===== src/rtl/collision_pkg.sv =====
// Shared contact codes, stage box field layout and contact priority ranking
// for the stage collision scanner.
package collision_pkg;

  localparam logic [3:0] CONTACT_NONE  = 4'b0000;
  localparam logic [3:0] CONTACT_FLOOR = 4'b0100;
  localparam logic [3:0] CONTACT_PLAT  = 4'b1100;
  localparam logic [3:0] CONTACT_CEIL  = 4'b0101;
  localparam logic [3:0] CONTACT_LEFT  = 4'b0110;
  localparam logic [3:0] CONTACT_RIGHT = 4'b0111;

  // Table entry layout: {valid, plat, x0, y0, x1, y1}
  localparam int BOX_Y1_LSB    = 0;
  localparam int BOX_X1_LSB    = 16;
  localparam int BOX_Y0_LSB    = 32;
  localparam int BOX_X0_LSB    = 48;
  localparam int BOX_PLAT_BIT  = 64;
  localparam int BOX_VALID_BIT = 65;
  localparam int BOX_W         = 66;

  typedef logic [BOX_W-1:0] boxEntry_t;

  function automatic logic [2:0] contactRank(input logic [3:0] code);
    case (code)
      CONTACT_FLOOR: contactRank = 3'd5;
      CONTACT_PLAT:  contactRank = 3'd4;
      CONTACT_CEIL:  contactRank = 3'd3;
      CONTACT_LEFT:  contactRank = 3'd2;
      CONTACT_RIGHT: contactRank = 3'd1;
      default:       contactRank = 3'd0;
    endcase
  endfunction

endpackage


===== src/rtl/stage_collision_box_contact.sv =====
// Combinational contact classifier for one stage box against the latched
// player hitbox; all geometry is widened to 17 bits so sums never wrap.
module box_contact
  import collision_pkg::*;
#(
  parameter int PLAYER_W = 16,
  parameter int PLAYER_H = 24,
  parameter int TOL      = 2
) (
  input  logic [15:0]      px_i,
  input  logic [15:0]      py_i,
  input  logic             drop_i,
  input  logic [BOX_W-1:0] entry_i,
  output logic [3:0]       code_o
);

  localparam logic [16:0] W17   = 17'(PLAYER_W);
  localparam logic [16:0] H17   = 17'(PLAYER_H);
  localparam logic [16:0] TOL17 = 17'(TOL);

  logic [16:0] x0, y0, x1, y1, pxE, pyE;
  logic        hOverlap, vOverlap, floorHit, ceilHit, leftHit, rightHit;

  assign x0  = {1'b0, entry_i[BOX_X0_LSB +: 16]};
  assign y0  = {1'b0, entry_i[BOX_Y0_LSB +: 16]};
  assign x1  = {1'b0, entry_i[BOX_X1_LSB +: 16]};
  assign y1  = {1'b0, entry_i[BOX_Y1_LSB +: 16]};
  assign pxE = {1'b0, px_i};
  assign pyE = {1'b0, py_i};

  assign hOverlap = (pxE < x1) && (pxE + W17 > x0);
  assign vOverlap = (pyE < y1) && (pyE + H17 > y0);
  assign floorHit = hOverlap && (pyE <= y1) && (pyE + TOL17 >= y1);
  assign ceilHit  = hOverlap && (pyE + H17 >= y0) && (pyE + H17 <= y0 + TOL17);
  assign leftHit  = vOverlap && (pxE <= x1) && (pxE + TOL17 >= x1);
  assign rightHit = vOverlap && (pxE + W17 >= x0) && (pxE + W17 <= x0 + TOL17);

  // Platforms only ever act as a floor, and vanish while the player drops.
  always_comb begin
    code_o = CONTACT_NONE;
    if (entry_i[BOX_VALID_BIT]) begin
      if (entry_i[BOX_PLAT_BIT]) begin
        if (!drop_i && floorHit) code_o = CONTACT_PLAT;
      end else if (floorHit) code_o = CONTACT_FLOOR;
      else if (ceilHit)      code_o = CONTACT_CEIL;
      else if (leftHit)      code_o = CONTACT_LEFT;
      else if (rightHit)     code_o = CONTACT_RIGHT;
    end
  end

endmodule


===== src/rtl/stage_collision_scanner.sv =====
// Per-frame scan of the stage box table, one entry per clock, resolving the
// highest-priority contact into the wall code consumed by the physics stage.
module stage_collision_scanner
  import collision_pkg::*;
#(
  parameter int NUM_BOXES = 8,
  parameter int PLAYER_W  = 16,
  parameter int PLAYER_H  = 24,
  parameter int TOL       = 2
) (
  input  logic                         clock,
  input  logic                         reset,
  input  logic [31:0]                  position,
  input  logic                         drop_in,
  input  logic                         sample,
  input  logic                         box_we,
  input  logic [$clog2(NUM_BOXES)-1:0] box_addr,
  input  logic [63:0]                  box_wdata,
  input  logic                         box_wplat,
  input  logic                         box_wvalid,
  output logic [3:0]                   wall,
  output logic                         busy,
  output logic                         done
);

  localparam int IDX_W = $clog2(NUM_BOXES);
  localparam logic [IDX_W-1:0] LAST_IDX = IDX_W'(NUM_BOXES - 1);

  localparam logic [1:0] ST_IDLE   = 2'd0;
  localparam logic [1:0] ST_SCAN   = 2'd1;
  localparam logic [1:0] ST_COMMIT = 2'd2;

  boxEntry_t        boxTable_q [NUM_BOXES];
  logic [1:0]       state_q, state_d;
  logic [IDX_W-1:0] idx_q, idx_d;
  logic [3:0]       best_q, best_d, wall_q, wall_d, boxCode;
  logic [15:0]      px_q, px_d, py_q, py_d;
  logic             drop_q, drop_d, done_q, done_d;

  box_contact #(
    .PLAYER_W(PLAYER_W),
    .PLAYER_H(PLAYER_H),
    .TOL     (TOL)
  ) u_contact (
    .px_i   (px_q),
    .py_i   (py_q),
    .drop_i (drop_q),
    .entry_i(boxTable_q[idx_q]),
    .code_o (boxCode)
  );

  // Only the valid bits need clearing; stale geometry is never looked at.
  always_ff @(posedge clock) begin
    if (reset) begin
      for (int i = 0; i < NUM_BOXES; i++) boxTable_q[i][BOX_VALID_BIT] <= 1'b0;
    end else if (box_we) begin
      boxTable_q[box_addr] <= {box_wvalid, box_wplat, box_wdata};
    end
  end

  always_comb begin
    state_d = state_q;
    idx_d   = idx_q;
    best_d  = best_q;
    wall_d  = wall_q;
    px_d    = px_q;
    py_d    = py_q;
    drop_d  = drop_q;
    done_d  = 1'b0;
    case (state_q)
      ST_IDLE: begin
        if (sample) begin
          px_d    = position[31:16];
          py_d    = position[15:0];
          drop_d  = drop_in;
          idx_d   = '0;
          best_d  = CONTACT_NONE;
          state_d = ST_SCAN;
        end
      end
      ST_SCAN: begin
        if (contactRank(boxCode) > contactRank(best_q)) best_d = boxCode;
        idx_d = idx_q + 1'b1;
        if (idx_q == LAST_IDX) state_d = ST_COMMIT;
      end
      ST_COMMIT: begin
        wall_d  = best_q;
        done_d  = 1'b1;
        state_d = ST_IDLE;
      end
      default: state_d = ST_IDLE;
    endcase
  end

  always_ff @(posedge clock) begin
    if (reset) begin
      state_q <= ST_IDLE;
      idx_q   <= '0;
      best_q  <= CONTACT_NONE;
      wall_q  <= CONTACT_NONE;
      px_q    <= '0;
      py_q    <= '0;
      drop_q  <= 1'b0;
      done_q  <= 1'b0;
    end else begin
      state_q <= state_d;
      idx_q   <= idx_d;
      best_q  <= best_d;
      wall_q  <= wall_d;
      px_q    <= px_d;
      py_q    <= py_d;
      drop_q  <= drop_d;
      done_q  <= done_d;
    end
  end

  assign wall = wall_q;
  assign done = done_q;
  assign busy = (state_q == ST_SCAN) || (state_q == ST_COMMIT);

endmodule


===== config.mk =====
export PLATFORM = sky130hd
export DESIGN_NAME = stage_collision_scanner
export DESIGN_NICKNAME = d
export VERILOG_FILES = /design/src/rtl/collision_pkg.sv /design/src/rtl/stage_collision_box_contact.sv /design/src/rtl/stage_collision_scanner.sv
export SDC_FILE = /design/constraint.sdc
export NUM_CORES = 1
export LEC_CHECK = 0
export ABC_AREA = 1
export BUFFER_PORTS_ARGS = -buffer_cell sky130_fd_sc_hd__buf_4
export CORE_ASPECT_RATIO = 0.75
export CORE_MARGIN = 2
export CORE_UTILIZATION = 40
export DETAILED_ROUTE_END_ITERATION = 8
export GPL_TIMING_DRIVEN = 1
export HOLD_SLACK_MARGIN = 0.02
export MAX_ROUTING_LAYER = met4
export PLACE_DENSITY = 0.53
export RECOVER_POWER = 50
export SETUP_SLACK_MARGIN = 0.2
export SYNTH_ARGS = -nofsm -noshare
export SYNTH_HDL_FRONTEND = slang
export SYNTH_HIERARCHICAL = 1
export SYNTH_SLANG_ARGS = --single-unit

===== constraint.sdc =====
create_clock -name clock -period 7.8 [get_ports clock]
set_clock_uncertainty 0.05 [all_clocks]
set_input_delay 1.95 -clock clock [delete_from_list [all_inputs] [get_ports clock]]
set_output_delay 1.95 -clock clock [all_outputs]
set_load 0.02 [all_outputs]

==> flow_metrics.py, run 1 <==
metrics = {
    "timing": {
        "tns_ns": 0,
        "min_period_ns": 6.27,
        "period_share_pct": 80.4,
        "hold_viol": 0,
        "worst_pin_slew_ns": 2.30,
        "setup_viol": 0,
        "slew_headroom_pct": -53.5,
        "fmaxAchievable_mhz": 160,
        "timing.hold.ws_ns": 0.432,
        "maxSlewViolCount": 51,
        "grt_setup_unrepaired": "no",
    },
    "grt": {
        "grt_pass1_wl_mm": 115,
        "grt-ovfl-total": 0,
        "grt_max_degree": 102,
        "track_usage_pct": 21.8,
        "antenna_found_initial": 8,
        "grt_pass1_vias": 18800,
    },
    "routing": {
        "vias": 19500,
        "antenna_left": 0,
        "firstDrtPassIters": 6,
        "wirelength_mm": 75.0,
        "drc": 0,
        "vias_per_cell": 5.20,
        "drt-initial-drc-count": 1638,
        "wl_per_cell_um": 20.0,
    },
    "setup_path": {
        "reg2reg_slack_ns": 1.53,
        "critPathLaunchType": "register",
        "timing.rr.end": "best_q[2]",
        "setup.worst_path.end_class": "register",
        "worstPathRequired_ns": 8.30,
        "cp.arrival_ns": 6.77,
        "critPathSlowestCell": "dfxtp_4",
        "r2r_cells": 33,
        "path_class": "register to register",
        "cpPeakStageDelay_ns": 0.82,
        "crit_path_frequent_cell": "nand2_1",
        "path_max_fanout": 59,
    },
    "floorplanning": {
        "pin_count": 112,
        "die_area_mm2": 0.0713,
        "std_cell_rows": 83,
        "design.core.area_mm2": 0.0684,
        "die_y_um": 232,
        "chipWidth_um": 308,
        "start_util_pct": 40.4,
    },
    "logic_synthesis": {
        "synth_cells": 2729,
        "synth_seq_cells": 578,
        "yosys_warnings": 6,
        "avgSynthCellArea_um2": 10.1,
        "yosys.cell_types.count": 41,
        "synth_nets": 2976,
        "ys_seq_area_share_pct": 60.9,
        "netlist_area_mm2": 0.0277,
    },
    "clock_tree": {
        "cts_tree": "built",
        "cts_max_level": 2,
        "clock_latency_ns": 0.65,
        "cts_hold_buf": 0,
        "cts.path.max_buffers": 3,
        "path_clk_slew_ns": 0.07,
        "cts_buffers": 57,
        "cts_setup_buffers": 0,
        "cts.sinks": 578,
        "cts-root-buf": "clkbuf_16",
        "ctsResizeCount": 0,
    },
    "placement": {
        "portBuffers": 111,
        "dp.final_hpwl_mm": 48.1,
        "gp_congestion": 0.896,
    },
    "outcome": {
        "outcome": "finished, violations left",
        "violations": "max-capacitance violations, max-slew violations",
    },
    "power_and_ir_drop": {
        "ir_worst_vdd_uv": 189,
        "pwr_density_cell_mw_per_mm2": 241,
        "leakage_nw": 11.9,
    },
    "flow_run": {
        "drv_cap": 1,
    },
    "layout": {
        "syn2layout_area_growth_pct": 12.1,
        "seqCellArea_mm2": 0.0169,
        "multi_input_area_mm2": 0.00960,
        "nFillCells": 6383,
        "drive_gt1_share_pct": 6.94,
        "nNetsFinal": 3058,
    },
    "min_path": {
        "hold_start": "idx_q[1]",
        "min_path_type": "register to register",
        "holdPathStages": 2,
    },
}
-- critical path, delay by kind of cell, from the launching register on --
kind	cells	cell delay, ns
adder cells (fa/ha/maj)	3	0.85
XOR/XNOR	1	0.17
AND/OR/NAND/NOR	21	2.58
buffers and inverters	3	0.80
flip-flops	1	0.82
AO/OA/AOI/OAI	5	0.85
-- per-stage QoR --
step	util (%)	std cells	setup slack [ns]	instance area [um^2]	total power [mW]
2_1_floorplan	-	2729	2.02	27700	4.39
3_3_place_gp	43.0	3644	1.81	29400	4.76
3_5_place_dp	43.0	3644	1.70	29400	4.79
4_1_cts	45.7	3747	1.68	31300	7.54
5_1_grt	45.3	3751	0.733	31000	7.83
6_report	45.3	3751	1.53	31000	7.47
-- worst max-delay path by stage --
stage / endpoint / from / cells past startpoint
after floorplan: boxTable_q[0][65] / reset / 7
after global placement: best_q[3] / register / 32
after detailed placement: best_q[2] / register / 34
after CTS: best_q[2] / register / 33
after global routing: best_q[1] / register / 36
final: best_q[2] / register / 33
-- routing by layer --
| metal | track usage (%) | part of all wire (%) | vias to the layer above |
|---|---|---|---|
| li1 | - | - | 9498 |
| met1 | 33.0 | 51 | 9476 |
| met2 | 31.1 | 42 | 460 |
| met3 | 3.31 | 5.3 | 64 |
| met4 | 4.07 | 1.3 | 0 |
| met5 | - | 0 | - |
-- area by class of cell --
type,instances,area share (%)
sequential,578,54.4
timing repair buffer,138,2.72
inverter,195,2.38
clock buffer,75,4.89
clock inverter,28,1.03
tap,892,3.60
antenna,4,0.0323
multi-input combinational,1841,31.0
-- sequential cells by signal, indices dropped and copies added (netlist names), named ones only --
register	count
drop_q	1
idx_q	3
done	1
best_q	4
state_q	2
py_q	16
boxTable_q	528
px_q	16
wall	4
-- Yosys cell counts --
cell type / number / area, um^2
clkbuf_1: 70 / 263
ha_1: 141 / 1760
nand3b_4: 1 / 20.0
nand3_1: 44 / 220
o21ai_2: 2 / 17.5
a211oi_1: 2 / 15.0
o21a_1: 2 / 15.0
a21o_1: 7 / 52.6
o21ai_0: 306 / 1530
nand3b_1: 3 / 22.5
nor3_4: 1 / 16.3
nor3_2: 4 / 40.0
xnor2_1: 11 / 96.3
dfxtp_1: 50 / 1000
edfxtp_1: 528 / 15900
nor4_2: 1 / 12.5
o211ai_1: 1 / 7.51
buf_1: 5 / 18.8
o21ai_1: 152 / 761
nor4_1: 5 / 31.3
inv_1: 188 / 706
nor2_2: 4 / 25.0
nand3_2: 4 / 40.0
nor3b_1: 2 / 15.0
mux2i_1: 1 / 10.0
nand4_1: 25 / 156
nand2_4: 1 / 11.3
mux2_2: 1 / 11.3
o21bai_1: 1 / 7.51
buf_4: 4 / 30.0
buf_2: 29 / 145
nand2_2: 13 / 81.3
nor2_4: 5 / 56.3
xor2_1: 53 / 464
nor3_1: 24 / 120
clkinv_1: 1 / 3.75
nor2_1: 568 / 2130
a21oi_1: 63 / 315
inv_2: 6 / 22.5
nand2_1: 393 / 1480
buf_6: 7 / 78.8
-- power by group --
| part | internal, mW | leakage (nW) | total (mW) | switching [mW] |
|---|---|---|---|---|
| Combinational | 0.369 | 5.87 | 1.15 | 0.780 |
| Clock | 1.56 | 0.883 | 2.75 | 1.19 |
| Sequential | 3.47 | 5.19 | 3.56 | 0.0888 |
| Total | 5.41 | 11.9 | 7.47 | 2.06 |
-- placed cells by master, fill, tap and decap left out, types with 2 or more instances in the layout --
| cell type | synthesis | routed |
|---|---|---|
| nand3b_1 | 3 | 3 |
| nor3_1 | 24 | 24 |
| nand3_2 | 4 | 4 |
| inv_2 | 6 | 6 |
| nor3b_1 | 2 | 2 |
| clkbuf_1 | 70 | 85 |
| clkbuf_16 | 0 | 58 |
| nor2_4 | 5 | 13 |
| o21ai_1 | 152 | 152 |
| diode_2 | 0 | 4 |
| dfxtp_1 | 50 | 47 |
| nor2_2 | 4 | 4 |
| buf_4 | 4 | 64 |
| o21a_1 | 2 | 2 |
| nor3_2 | 4 | 4 |
| nand2_1 | 393 | 393 |
| a211oi_1 | 2 | 2 |
| o21ai_0 | 306 | 307 |
| dfxtp_4 | 0 | 2 |
| inv_1 | 188 | 187 |
| nor4_1 | 5 | 5 |
| xnor2_1 | 11 | 11 |
| a21o_1 | 7 | 7 |
| nand3_1 | 44 | 44 |
| clkinv_2 | 0 | 6 |
| a21oi_1 | 63 | 63 |
| bufinv_16 | 0 | 6 |
| xor2_1 | 53 | 53 |
| ha_1 | 141 | 141 |
| buf_12 | 0 | 5 |
| nand2_2 | 13 | 13 |
| nor2_1 | 568 | 560 |
| nand4_1 | 25 | 25 |
| edfxtp_1 | 528 | 528 |
| clkinv_1 | 1 | 13 |
| clkinvlp_4 | 0 | 2 |
-- kinds of logic (layout without fill, tap and decap cells) --
kind of cell,Yosys count,count (layout),share of synthesized area [%]
flip-flops,578,578,60.9
XOR/XNOR,64,64,2.03
adder cells (fa/ha/maj),141,141,6.38
multiplexers,2,2,0.0769
AND/OR/NAND/NOR,1098,1098,16.2
buffers and inverters,310,436,4.58
AO/OA/AOI/OAI,536,536,9.84
other,0,4,0
Note: power is estimated with default switching activity, not from simulation.
==> inputs of run 2 (changes only) <==
clock period = 6 ns   (was 7.8 ns; I/O delays follow)
==> run 2 against run 1 <==
  * Critical path type unchanged
  * First-iteration DRC count up 4.2%
  * Largest power group unchanged
  * Critical path depth fell by 1
  * Critical endpoint is now best_q[0]
  * Die area stayed put
  * The run still ends with max-capacitance violations, max-slew violations left
==> flow_metrics.py, run 2 (synthesized netlist as in run 1, its figures left out) <==
metrics = {
    "timing": {
        "worst_pin_slew_ns": 2.14,
        "tns_ns": 0,
        "setup_viol": 0,
        "min_period_ns": 5.29,
        "fmaxAchievable_mhz": 189,
        "grt_setup_unrepaired": "no",
        "period_share_pct": 88.2,
        "slew_headroom_pct": -42.9,
        "hold_viol": 0,
        "maxSlewViolCount": 51,
    },
    "grt": {
        "grt-ovfl-total": 0,
        "track_usage_pct": 21.7,
        "grt_pass1_wl_mm": 114,
        "antenna_found_initial": 2,
        "grt_max_degree": 63,
        "grt_pass1_vias": 18600,
    },
    "clock_tree": {
        "cts_max_level": 2,
        "cts-root-buf": "clkbuf_16",
        "cts_buffers": 58,
        "cts_hold_buf": 0,
        "cts.path.max_buffers": 3,
        "cts.sinks": 578,
        "path_clk_slew_ns": 0.06,
        "clock_latency_ns": 0.65,
        "cts_tree": "built",
    },
    "placement": {
        "gp_congestion": 0.896,
        "dp.cells": 3664,
        "portBuffers": 111,
        "dp.final_hpwl_mm": 48.6,
    },
    "floorplanning": {
        "pin_count": 112,
        "die_y_um": 232,
        "design.core.area_mm2": 0.0684,
        "std_cell_rows": 83,
        "die_area_mm2": 0.0713,
        "chipWidth_um": 308,
        "start_util_pct": 40.4,
    },
    "routing": {
        "wl_per_cell_um": 19.9,
        "antenna_left": 0,
        "drt-initial-drc-count": 1707,
        "wirelength_mm": 75.3,
        "drc": 0,
        "vias_per_cell": 5.16,
        "firstDrtPassIters": 6,
        "vias": 19500,
    },
    "layout": {
        "regMostFlops": "boxTable_q",
        "final_cell_mix": "nor2_1 (559), edfxtp_1 (528), nand2_1 (393), o21ai_0 (306), inv_1 (187)",
        "drive_gt1_share_pct": 8.25,
        "largest_reg_flops": 528,
        "nNetsFinal": 3087,
        "nFillCells": 6361,
        "syn2layout_area_growth_pct": 13.7,
        "finalNonFillerCells": 3781,
        "final_common_cell": "nor2_1",
        "top_regs": "boxTable_q (528), px_q (16), py_q (16)",
    },
    "outcome": {
        "outcome": "finished, violations left",
        "violations": "max-capacitance violations, max-slew violations",
    },
    "setup_path": {
        "path_class": "register to register",
        "worstPathRequired_ns": 6.50,
        "critPathLaunchType": "register",
        "cpPeakStageDelay_ns": 0.63,
        "reg2reg_slack_ns": 0.71,
        "critPathSlowestCell": "dfxtp_2",
        "cp.arrival_ns": 5.79,
        "path_max_fanout": 13,
        "setup.worst_path.end_class": "register",
        "crit_path_frequent_cell": "nand2_1",
    },
    "power_and_ir_drop": {
        "pwr_density_cell_mw_per_mm2": 313,
        "leakage_nw": 12.2,
        "total_power_mw": 9.85,
        "ir_worst_vdd_uv": 278,
    },
    "flow_run": {
        "drv_cap": 1,
    },
    "min_path": {
        "min_path_type": "register to register",
    },
}
==> run 2: changes by cell type in the layout (fill, tap and decap cells not counted), moves of 3 or more <==
cell	previous run	this run
nor3_1	24	21
buf_6	0	7
buf_4	64	75
clkinv_2	6	9
==> run 2: report_power, final <==
part           total [mW]  internal (mW)  switching, mW
sequential           4.62           4.52          0.106
clock                3.68           2.12           1.56
combinational        1.54          0.505           1.04
==> run 2: layer usage <==
metal	up-vias	wire, um	GRT usage, %
li1	9559	-	-
met1	9367	37200	32.0
met2	490	32200	30.9
met3	87	4610	4.02
met4	0	1230	4.71
met5	-	0	-
==> run 2: per-stage QoR <==
stage / instance area, um^2 / utilization [%] / setup slack, ns / hold WS, ns
2_1_floorplan: 27700 / - / 0.674 / 0.399
3_3_place_gp: 29600 / 43.2 / 0.532 / 0.417
3_5_place_dp: 29600 / 43.2 / 0.316 / 0.430
4_1_cts: 31500 / 46.1 / 0.294 / 0.439
5_1_grt: 31500 / 46.0 / 0.129 / 0.454
6_report: 31500 / 46.0 / 0.707 / 0.441
==> run 2: final cells by class <==
class	count	area [um^2]	area share, %
diodes	5	12.5	0.0398
clock buffers	68	1490	4.73
clock inverters	36	430	1.37
inverters	195	744	2.37
multi-input cells	1841	9670	30.7
flip-flops and latches	578	16900	53.6
well taps	892	1120	3.55
repair buffers	166	1140	3.62
==> run 2: worst paths after layout <==
path	cells after the start	startpoint	to
setup / recovery	32	register	best_q[0]
hold / removal	2	drop_q	drop_q
setup reg to reg	32	register	best_q[0]
hold reg to reg	2	drop_q	drop_q
==> run 2: what timing repair did <==
item                       in CTS  in global routing
setup buffers                   0                  7
setup endpoints to repair       0                  4
resized for setup               0                 25
==> run 2: critical path, delay by kind of cell, from the launching register on <==
family,cells,cell delay (ns)
AND/OR/NAND/NOR,21,2.53
buffers and inverters,6,0.94
flip-flops,1,0.63
adder cells (fa/ha/maj),2,0.60
AO/OA/AOI/OAI,2,0.28
XOR/XNOR,1,0.16
==> inputs of run 3 (changes only) <==
CTS_BUF_LIST = sky130_fd_sc_hd__clkbuf_2 sky130_fd_sc_hd__clkbuf_4 sky130_fd_sc_hd__clkbuf_8   (was unset)
==> run 3 against run 2 <==
  * The flow still finishes with violations (max-capacitance violations, max-slew violations)
  * Cell count up 1.7%
  * Cell area down 0.14%
  * Via count up 0.84%
  * Clock power down 6.0%
  * Combinational power about the same
  * Fmax down 0.14%
  * Non-clock buffer count unchanged
  * Routed wire length up 0.77%
  * Sequential share of layout area up 0.077 points
  * Sequential power about the same
  * Critical endpoint unchanged
  * Highest routed layer unchanged
==> flow_metrics.py, run 3 (synthesized netlist as in run 1, its figures left out) <==
metrics = {
    "clock_tree": {
        "cts.sinks": 578,
        "cts_buffers": 94,
        "cts_max_level": 3,
        "cts_hold_buf": 0,
        "path_clk_slew_ns": 0.06,
        "cts_tree": "built",
        "cts.path.max_buffers": 3,
        "cts-root-buf": "clkbuf_8",
        "clock_latency_ns": 0.75,
    },
    "layout": {
        "final_cell_mix": "nor2_1 (559), edfxtp_1 (528), nand2_1 (392), o21ai_0 (306), inv_1 (187)",
        "drive_gt1_share_pct": 10.4,
        "syn2layout_area_growth_pct": 13.6,
        "multi_input_area_mm2": 0.00965,
        "top_regs": "boxTable_q (528), px_q (16), py_q (16)",
        "regMostFlops": "boxTable_q",
        "nFillCells": 6389,
        "seqCellArea_mm2": 0.0169,
        "largest_reg_flops": 528,
        "nNetsFinal": 3123,
        "fin_util_pct": 45.9,
        "final_common_cell": "nor2_1",
    },
    "routing": {
        "wl_per_cell_um": 19.7,
        "drt-initial-drc-count": 1683,
        "vias_per_cell": 5.11,
        "drc": 0,
        "firstDrtPassIters": 5,
        "vias": 19700,
        "antenna_left": 0,
        "wirelength_mm": 75.8,
    },
    "floorplanning": {
        "die_y_um": 232,
        "design.core.area_mm2": 0.0684,
        "start_util_pct": 40.4,
        "std_cell_rows": 83,
        "die_area_mm2": 0.0713,
        "pin_count": 112,
        "chipWidth_um": 308,
    },
    "flow_run": {
        "drv_cap": 1,
    },
    "setup_path": {
        "critPathSlowestCell": "dfxtp_2",
        "setup.worst_path.end_class": "register",
        "reg2reg_slack_ns": 0.70,
        "path_max_fanout": 13,
        "crit_family": "simple AND/OR/NAND/NOR gates",
        "cpPeakStageDelay_ns": 0.63,
        "critPathLaunchType": "register",
        "cp.arrival_ns": 5.88,
        "timing.rr.end": "best_q[0]",
        "worstPathRequired_ns": 6.58,
        "cp_num_buf_inv": 6,
        "path_class": "register to register",
        "crit_path_frequent_cell": "nand2_1",
        "r2r_cells": 32,
    },
    "timing": {
        "grt_setup_unrepaired": "no",
        "period_share_pct": 88.3,
        "worst_pin_slew_ns": 2.16,
        "setup_viol": 0,
        "tns_ns": 0,
        "fin_ws_ns": 0.700,
        "min_period_ns": 5.30,
        "maxSlewViolCount": 51,
        "fmaxAchievable_mhz": 189,
        "hold_viol": 0,
        "slew_headroom_pct": -43.7,
    },
    "grt": {
        "grt-ovfl-total": 0,
        "antenna_found_initial": 3,
        "grt_pass1_wl_mm": 115,
        "grt_pass1_vias": 18900,
        "grt_max_degree": 63,
        "track_usage_pct": 22.0,
    },
    "min_path": {
        "hold_start": "drop_q",
        "holdPathStages": 2,
        "hold_path_end": "drop_q",
        "min_path_type": "register to register",
    },
    "outcome": {
        "violations": "max-capacitance violations, max-slew violations",
        "outcome": "finished, violations left",
    },
    "power_and_ir_drop": {
        "leakage_nw": 12.2,
        "pwr_density_cell_mw_per_mm2": 307,
        "ir_worst_vdd_uv": 166,
    },
    "placement": {
        "gp_congestion": 0.896,
        "portBuffers": 111,
        "pre_cts_slack_ns": 0.316,
        "dp.final_hpwl_mm": 48.6,
    },
}
-- run 3: changes by cell type in the layout (fill, tap and decap cells not counted), sizes merged, moves of 3 or more --
cell | previous run | this run
buf | 92 | 97
bufinv | 8 | 3
clkbuf | 142 | 194
clkinv | 25 | 37
inv | 195 | 198
-- run 3: area by class of cell --
cell class	count	share of cell area (%)
Inverter	195	2.37
Clock buffer	125	4.88
Multi-Input combinational cell	1841	30.7
Timing Repair Buffer	166	3.71
Sequential cell	578	53.7
Clock inverter	45	1.05
Antenna cell	4	0.0319
Tap cell	892	3.55
-- run 3: timing repair --
action	4_1_cts	5_1_grt
setup endpoints to repair	0	4
setup buffers	0	7
resized for setup	0	23
-- run 3: how the worst max path moves through the flow --
| stage | start | end | cells past startpoint |
|---|---|---|---|
| after floorplan | reset | boxTable_q[0][65] | 7 |
| after global placement | register | best_q[2] | 36 |
| after detailed placement | register | best_q[2] | 37 |
| after CTS | register | best_q[2] | 37 |
| after global routing | register | best_q[1] | 37 |
| final | register | best_q[0] | 32 |
-- run 3: worst register-to-register path: cells and delay by family (launching register included) --
family | cells | cell delay, ns
flip-flops | 1 | 0.63
AND/OR/NAND/NOR | 21 | 2.60
AO/OA/AOI/OAI | 2 | 0.28
XOR/XNOR | 1 | 0.16
adder cells (fa/ha/maj) | 2 | 0.60
buffers and inverters | 6 | 0.91
-- run 3: routing by layer --
metal  track usage [%]  vias up  wire (um)
li1                  -     9650          -
met1              32.3     9340      37300
met2              31.2      568      32200
met3              4.53      109       5110
met4              4.77        0       1250
met5                 -        -          0
-- run 3: report_power, final --
group | internal (mW) | switching, mW | leakage [nW]
clock network | 1.81 | 1.65 | 0.983
registers | 4.52 | 0.106 | 5.19
logic | 0.511 | 1.04 | 6.07
total | 6.84 | 2.79 | 12.2
-- run 3: per-stage QoR --
stage	hold slack, ns	instances	power, mW	area [um^2]
4_1_cts	0.438	3834	9.71	31500
2_1_floorplan	0.399	2729	5.71	27700
3_5_place_dp	0.430	3664	6.23	29600
3_3_place_gp	0.417	3664	6.20	29600
6_report	0.439	3846	9.64	31400
5_1_grt	0.454	3844	10.1	31400
